--- config.mk ---
export PLATFORM = sky130hd
export DESIGN_NAME = ex_stage
export DESIGN_NICKNAME = d
export VERILOG_FILES = /design/src/rtl/ex_stage.sv
export SDC_FILE = /design/constraint.sdc
export NUM_CORES = 1
export LEC_CHECK = 0
export CELL_PAD_IN_SITES_DETAIL_PLACEMENT = 1
export CELL_PAD_IN_SITES_GLOBAL_PLACEMENT = 1
export CORE_MARGIN = 10
export CORE_UTILIZATION = 42
export CTS_BUF_LIST = sky130_fd_sc_hd__clkbuf_8
export CTS_CLUSTER_DIAMETER = 50
export DETAILED_ROUTE_END_ITERATION = 7
export GPL_TIMING_DRIVEN = 0
export PLACE_DENSITY = 0.87
export SLEW_MARGIN = 25
export SYNTH_ARGS = -nofsm -noshare
export SYNTH_HDL_FRONTEND = slang
export SYNTH_SLANG_ARGS = --single-unit
--- constraint.sdc ---
create_clock -name clk -period 6.5 [get_ports clk]
set_clock_uncertainty 0.1 [all_clocks]
set_input_delay 0.65 -clock clk [delete_from_list [all_inputs] [get_ports clk]]
set_output_delay 0.65 -clock clk [all_outputs]
set_load 0.01 [all_outputs]
--- src/rtl/ex_stage.sv ---
// Execute stage: single-cycle ALU / address generation, serial shifter and an
// optional shift-add multiplier (enabled by defining EX_STAGE_MUL_EN).
module ex_stage (
    input  logic        clk,
    input  logic        rst_n,
    input  logic        in_valid,
    output logic        in_ready,
    input  logic [3:0]  op,
    input  logic [15:0] rs_val,
    input  logic [15:0] rt_val,
    input  logic [15:0] imm,
    input  logic [15:0] st_data,
    output logic        out_valid,
    input  logic        out_ready,
    output logic [15:0] result,
    output logic [15:0] rd,
    output logic        mem_w
);

    typedef enum logic [1:0] {IDLE, BUSY, DONE} state_e;

    localparam logic [3:0] OP_ADD = 4'd0;
    localparam logic [3:0] OP_SUB = 4'd1;
    localparam logic [3:0] OP_AND = 4'd2;
    localparam logic [3:0] OP_OR  = 4'd3;
    localparam logic [3:0] OP_XOR = 4'd4;
    localparam logic [3:0] OP_SLL = 4'd5;
    localparam logic [3:0] OP_SRL = 4'd6;
    localparam logic [3:0] OP_MUL = 4'd7;
    localparam logic [3:0] OP_LD  = 4'd8;
    localparam logic [3:0] OP_ST  = 4'd9;

    state_e      state_q, state_d;
    logic [3:0]  op_q, op_d;
    logic [4:0]  cnt_q, cnt_d;
    logic [15:0] work_q, work_d;
    logic [15:0] result_q, result_d;
    logic [15:0] rd_q, rd_d;
    logic        mem_w_q, mem_w_d;
    logic        out_valid_q, out_valid_d;
`ifdef EX_STAGE_MUL_EN
    logic [15:0] mcand_q, mcand_d;
    logic [15:0] mplier_q, mplier_d;
`endif

    logic        accept;
    logic        fin;
    logic [15:0] fin_val;
    logic        fin_st;

    // Everything that completes in the acceptance cycle; reserved ops give 0.
    function automatic logic [15:0] alu(input logic [3:0] o, input logic [15:0] a,
                                        input logic [15:0] b, input logic [15:0] i);
        logic [15:0] r;
        case (o)
            OP_ADD:       r = a + b;
            OP_SUB:       r = a - b;
            OP_AND:       r = a & b;
            OP_OR:        r = a | b;
            OP_XOR:       r = a ^ b;
            OP_LD, OP_ST: r = a + i;
            default:      r = 16'h0000;
        endcase
        return r;
    endfunction

    always_comb begin
        state_d     = state_q;
        op_d        = op_q;
        cnt_d       = cnt_q;
        work_d      = work_q;
        result_d    = result_q;
        rd_d        = rd_q;
        mem_w_d     = mem_w_q;
        out_valid_d = out_valid_q;
`ifdef EX_STAGE_MUL_EN
        mcand_d     = mcand_q;
        mplier_d    = mplier_q;
`endif
        fin         = 1'b0;
        fin_val     = 16'h0000;
        fin_st      = 1'b0;

        in_ready = rst_n && ((state_q == IDLE) || ((state_q == DONE) && out_ready));
        accept   = in_valid && in_ready;

        if (state_q == BUSY) begin
            cnt_d = cnt_q - 5'd1;
            case (op_q)
                OP_SLL: work_d = work_q << 1;
                OP_SRL: work_d = work_q >> 1;
`ifdef EX_STAGE_MUL_EN
                OP_MUL: begin
                    work_d   = work_q + (mplier_q[0] ? mcand_q : 16'h0000);
                    mcand_d  = mcand_q << 1;
                    mplier_d = mplier_q >> 1;
                end
`endif
                default: work_d = work_q;
            endcase
            if (cnt_q == 5'd1) begin
                fin     = 1'b1;
                fin_val = work_d;
            end
        end else if (accept) begin
            op_d   = op;
            rd_d   = (op == OP_ST) ? st_data : rs_val;
            work_d = rs_val;
            cnt_d  = 5'd0;
            case (op)
                OP_SLL, OP_SRL: begin
                    if (rt_val[3:0] == 4'd0) begin
                        fin     = 1'b1;
                        fin_val = rs_val;
                    end else begin
                        cnt_d = {1'b0, rt_val[3:0]};
                    end
                end
`ifdef EX_STAGE_MUL_EN
                OP_MUL: begin
                    cnt_d    = 5'd16;
                    work_d   = 16'h0000;
                    mcand_d  = rs_val;
                    mplier_d = rt_val;
                end
`endif
                default: begin
                    fin     = 1'b1;
                    fin_val = alu(op, rs_val, rt_val, imm);
                    fin_st  = (op == OP_ST);
                end
            endcase
            if (!fin) begin
                state_d     = BUSY;
                out_valid_d = 1'b0;
                mem_w_d     = 1'b0;
            end
        end else if ((state_q == DONE) && out_ready) begin
            state_d     = IDLE;
            out_valid_d = 1'b0;
            mem_w_d     = 1'b0;
        end

        if (fin) begin
            state_d     = DONE;
            out_valid_d = 1'b1;
            result_d    = fin_val;
            mem_w_d     = fin_st;
        end
    end

    always_ff @(posedge clk) begin
        if (!rst_n) begin
            state_q     <= IDLE;
            op_q        <= 4'd0;
            cnt_q       <= 5'd0;
            work_q      <= 16'h0000;
            result_q    <= 16'h0000;
            rd_q        <= 16'h0000;
            mem_w_q     <= 1'b0;
            out_valid_q <= 1'b0;
`ifdef EX_STAGE_MUL_EN
            mcand_q     <= 16'h0000;
            mplier_q    <= 16'h0000;
`endif
        end else begin
            state_q     <= state_d;
            op_q        <= op_d;
            cnt_q       <= cnt_d;
            work_q      <= work_d;
            result_q    <= result_d;
            rd_q        <= rd_d;
            mem_w_q     <= mem_w_d;
            out_valid_q <= out_valid_d;
`ifdef EX_STAGE_MUL_EN
            mcand_q     <= mcand_d;
            mplier_q    <= mplier_d;
`endif
        end
    end

    assign out_valid = out_valid_q;
    assign result    = result_q;
    assign rd        = rd_q;
    assign mem_w     = mem_w_q;

endmodule

==> summary.md <==
| Metric | Value |
|---|---|
| Worst setup slack after layout | 1.52 ns |
| Commonest cells after routing, fill and taps aside | 104 x clkdlybuf4s50_1, 86 x a21oi_1, 67 x nand2_1 |
| Diode count | 0 |
| Reg power frac | between 30% and 40% |
| Mapped Cells | 705 |
| Worst EP arrival | 5.14 ns |
| Fill cell count | 1609 |
| Largest vdd supply drop | about 0.000075 V |
| Tmin final | 4.98 ns |
| Die width | approximately 130 µm |
| Antenna-violating nets left | 0 |
| Hold Crit Class | flip-flop to flip-flop |
| Post-synth top area cell | dfxtp_1 |
| Synth top area cells | dfxtp_1 22%, ha_1 12%, a21oi_1 8.0%, nand2_1 4.7%, o211ai_1 3.5% |
| Routed WL per cell | ~24 µm |
| Number of global-route vias before repair | a little under 7000 |
| # port buffers | 104 |
| Clk pwr share | 34.4% |
| Synthesized area per cell | 7.67 µm² |
| Vias per cell | 6.20 |
| Worst setup EP type | flip-flop |
| Initial DRC count | 632 |
| Initial antenna violation count | 0 |
| Area of the multi-input gates | 0.00381 mm² |
| Worst Tran Pin Value | about 0.83 ns |
| Placed cell count | 981 |
| Final Slew Violations | 0 |
| Synth warn | 0 |
| TritonCTS buffer count | 9 |
| Ys async rst share | 0% |
| Rows | 41 |
| Fin crit share | roughly three quarters |
| Syn nets | 831 |
| Vias | 6180 |
| Pint | 823 µW |
| Layout cells sized above 1 | 4.24% |
| Leading cell type in the layout, fill and taps excluded | clkdlybuf4s50_1 |
| CP Max Fanout | 10 |
| GRT Overall Usage | 25.9% |
| RSZ-0062 raised after global routing | no |
| Total grt overflow | 0 |
| Routability cong. | 0.960 |
| # IOs | 107 |
| Yosys cell types | 69 |
| Slew HR | 44.8% |
| DR DRC count | 0 |
| Area grow syn2layout | 27.8% |
| Register bit total from synthesis | 60 |
| DIE HEIGHT | 133 µm |
| Clk sinks | 60 |
| Max-Cap Viols | 0 |
| Switching Share | 34.0% |
| CTS clk-pin slew, worst paths | ~0.080 ns |
| Most used DFF post-synth | dfxtp_1 |
| H-tree Lvls | 3 |
| Nets | 946 |
| Worst-skew pair later-pin latency | approximately 0.36 ns |
| CP Class | input pin to flip-flop |
| EDFF count, synth | 0 |
| Pwr Density | around 180 mW/mm² |
| Leakage Power | ~2.8 nW |
| Hold Vio Cnt, Final | 0 |
| Detail Placement HPWL | 19.3 mm |
| Hold Crit Depth | 2 |
| Reg2Reg Depth | 9 |
| Drt pass-1 iters | 5 |
| Longest Clk Path Bufs | 2 |
| CTS tree | built |
| Final cell count without fillers | 997 |
| Final setup fails | 0 |
| # Post-CTS Setup Buffers | 0 |
| Sw Pwr | 423 µW |
| Yosys top cell area share | between 20% and 30% |
| Sequential area share after synthesis | about 22% |
| Post-CTS sizing | 0 |
| Worst Setup Start Kind | input pin |
| Largest net degree at the start of global routing | 13 |
| Initial core utilization | 42.8% |
| Final WL | 23.9 mm |
| Core Area | about 0.013 mm² |
| Setup WS pre-CTS | 1.27 ns |
| Power share of the combinational group | between 30% and 40% |
| Fmax | 201 MHz |
| Register area | between 0.001 and 0.0015 mm² |
| Hold_buf cts | 0 |
| Synth Cell Area | 0.00541 mm² |
| Tot Pwr | approximately 1.2 mW |
| Hold WS | 0.389 ns |
| CP required | between 6 and 7 ns |
| First-pass GRT wire length | 37.0 mm |
| Root cell of the clock tree | clkbuf_8 |
| Total negative slack | 0 ns |
| Run status | finished, final reports clean |
| Die area | approximately 0.018 mm² |
## cell families (layout without fill, tap and decap cells)
group	count (synthesis)	count (layout)	share of synthesized area, %
AOI/OAI and AO/OA	301	301	38.7
and+or+nand+nor	176	176	16.6
buffers and inverters	98	218	7.27
DFF	60	60	22.2
adders and majority gates	54	54	12.6
xor gates and xnor gates	16	16	2.59
## sequential cells by signal, indices dropped and copies added, names as in the netlist
register and flops:
out_valid 1, op_q 4, state_q 1, mem_w 1
cnt_q 5, result 16, rd 16, work_q 16
## layer usage
layer | global-route usage [%] | wire length (µm) | vias up | share of wire (%)
met1 | 31.7 | 10300 | 3038 | 43
li1 | - | - | 2859 | -
met4 | 11.3 | 838 | 0 | 3.5
met3 | 3.72 | 1370 | 48 | 5.7
met2 | 44.0 | 11400 | 235 | 48
met5 | 0 | 0 | - | 0
## cells in the mapped netlist (all sizes together), types with 3 or more instances
| cell | count |
|---|---|
| o21ai | 39 |
| dfxtp | 60 |
| o21a | 21 |
| nor3 | 15 |
| a22oi | 21 |
| a31oi | 5 |
| o22a | 7 |
| nor2b | 14 |
| ha | 53 |
| buf | 13 |
| nand2 | 67 |
| a22o | 5 |
| nand4 | 4 |
| nand2b | 5 |
| xnor2 | 11 |
| and2 | 6 |
| nor4 | 3 |
| nand3 | 10 |
| a221o | 5 |
| o211ai | 25 |
| o2111ai | 3 |
| a211oi | 6 |
| xor2 | 5 |
| a21boi | 12 |
| a222oi | 6 |
| a21o | 10 |
| o221ai | 10 |
| clkbuf | 42 |
| o211a | 17 |
| nor2 | 31 |
| a221oi | 6 |
| nor3b | 4 |
| inv | 43 |
| a21oi | 86 |
## through the flow
stage,cell area (µm²),utilization (%)
after CTS,6910,54.7
after detailed placement,6660,52.8
final,6910,54.7
after global routing,6910,54.7
after global placement,6660,52.8
after floorplan,5410,-
## path summary, 6_finish.rpt
path | start | end | slack, ns
max | op[1] | result[12] | 1.52
min | op_q[2] | op_q[2] | 0.39
max reg2reg | cnt_q[0] | result[1] | 3.67
min reg2reg | op_q[2] | op_q[2] | 0.39
## worst max-delay path, stage by stage
cell	delay, ns
clkdlybuf4s50_1	0.45
buf_6	0.16
nor3b_1	0.32
clkbuf_1	0.51
clkbuf_1	0.51
nand2_1	0.10
o21ai_0	0.10
ha_1	0.21
inv_1	0.06
fa_1	0.39
nand2b_1	0.18
a21oi_1	0.28
o2111ai_1	0.35
a31oi_1	0.29
xnor2_1	0.25
o21ai_0	0.15
and2_1	0.17
## power groups by stage
stage          Sequential, mW  Combinational, mW  Clock (mW)
2_1_floorplan           0.419              0.215           0
3_3_place_gp            0.417              0.380           0
3_5_place_dp            0.419              0.395           0
4_1_cts                 0.410              0.399       0.427
5_1_grt                 0.414              0.437       0.444
6_report                0.412              0.406       0.429
## cell type report
type | instances | share of cell area [%]
multi-input cells | 547 | 55.2
flip-flops and latches | 60 | 17.4
repair buffers | 104 | 15.1
plain buffers | 55 | 3.35
well taps | 172 | 3.11
inverters | 43 | 2.34
clock buffers | 9 | 1.79
clock inverters | 7 | 1.79
Power figures use the tool's default switching activity.
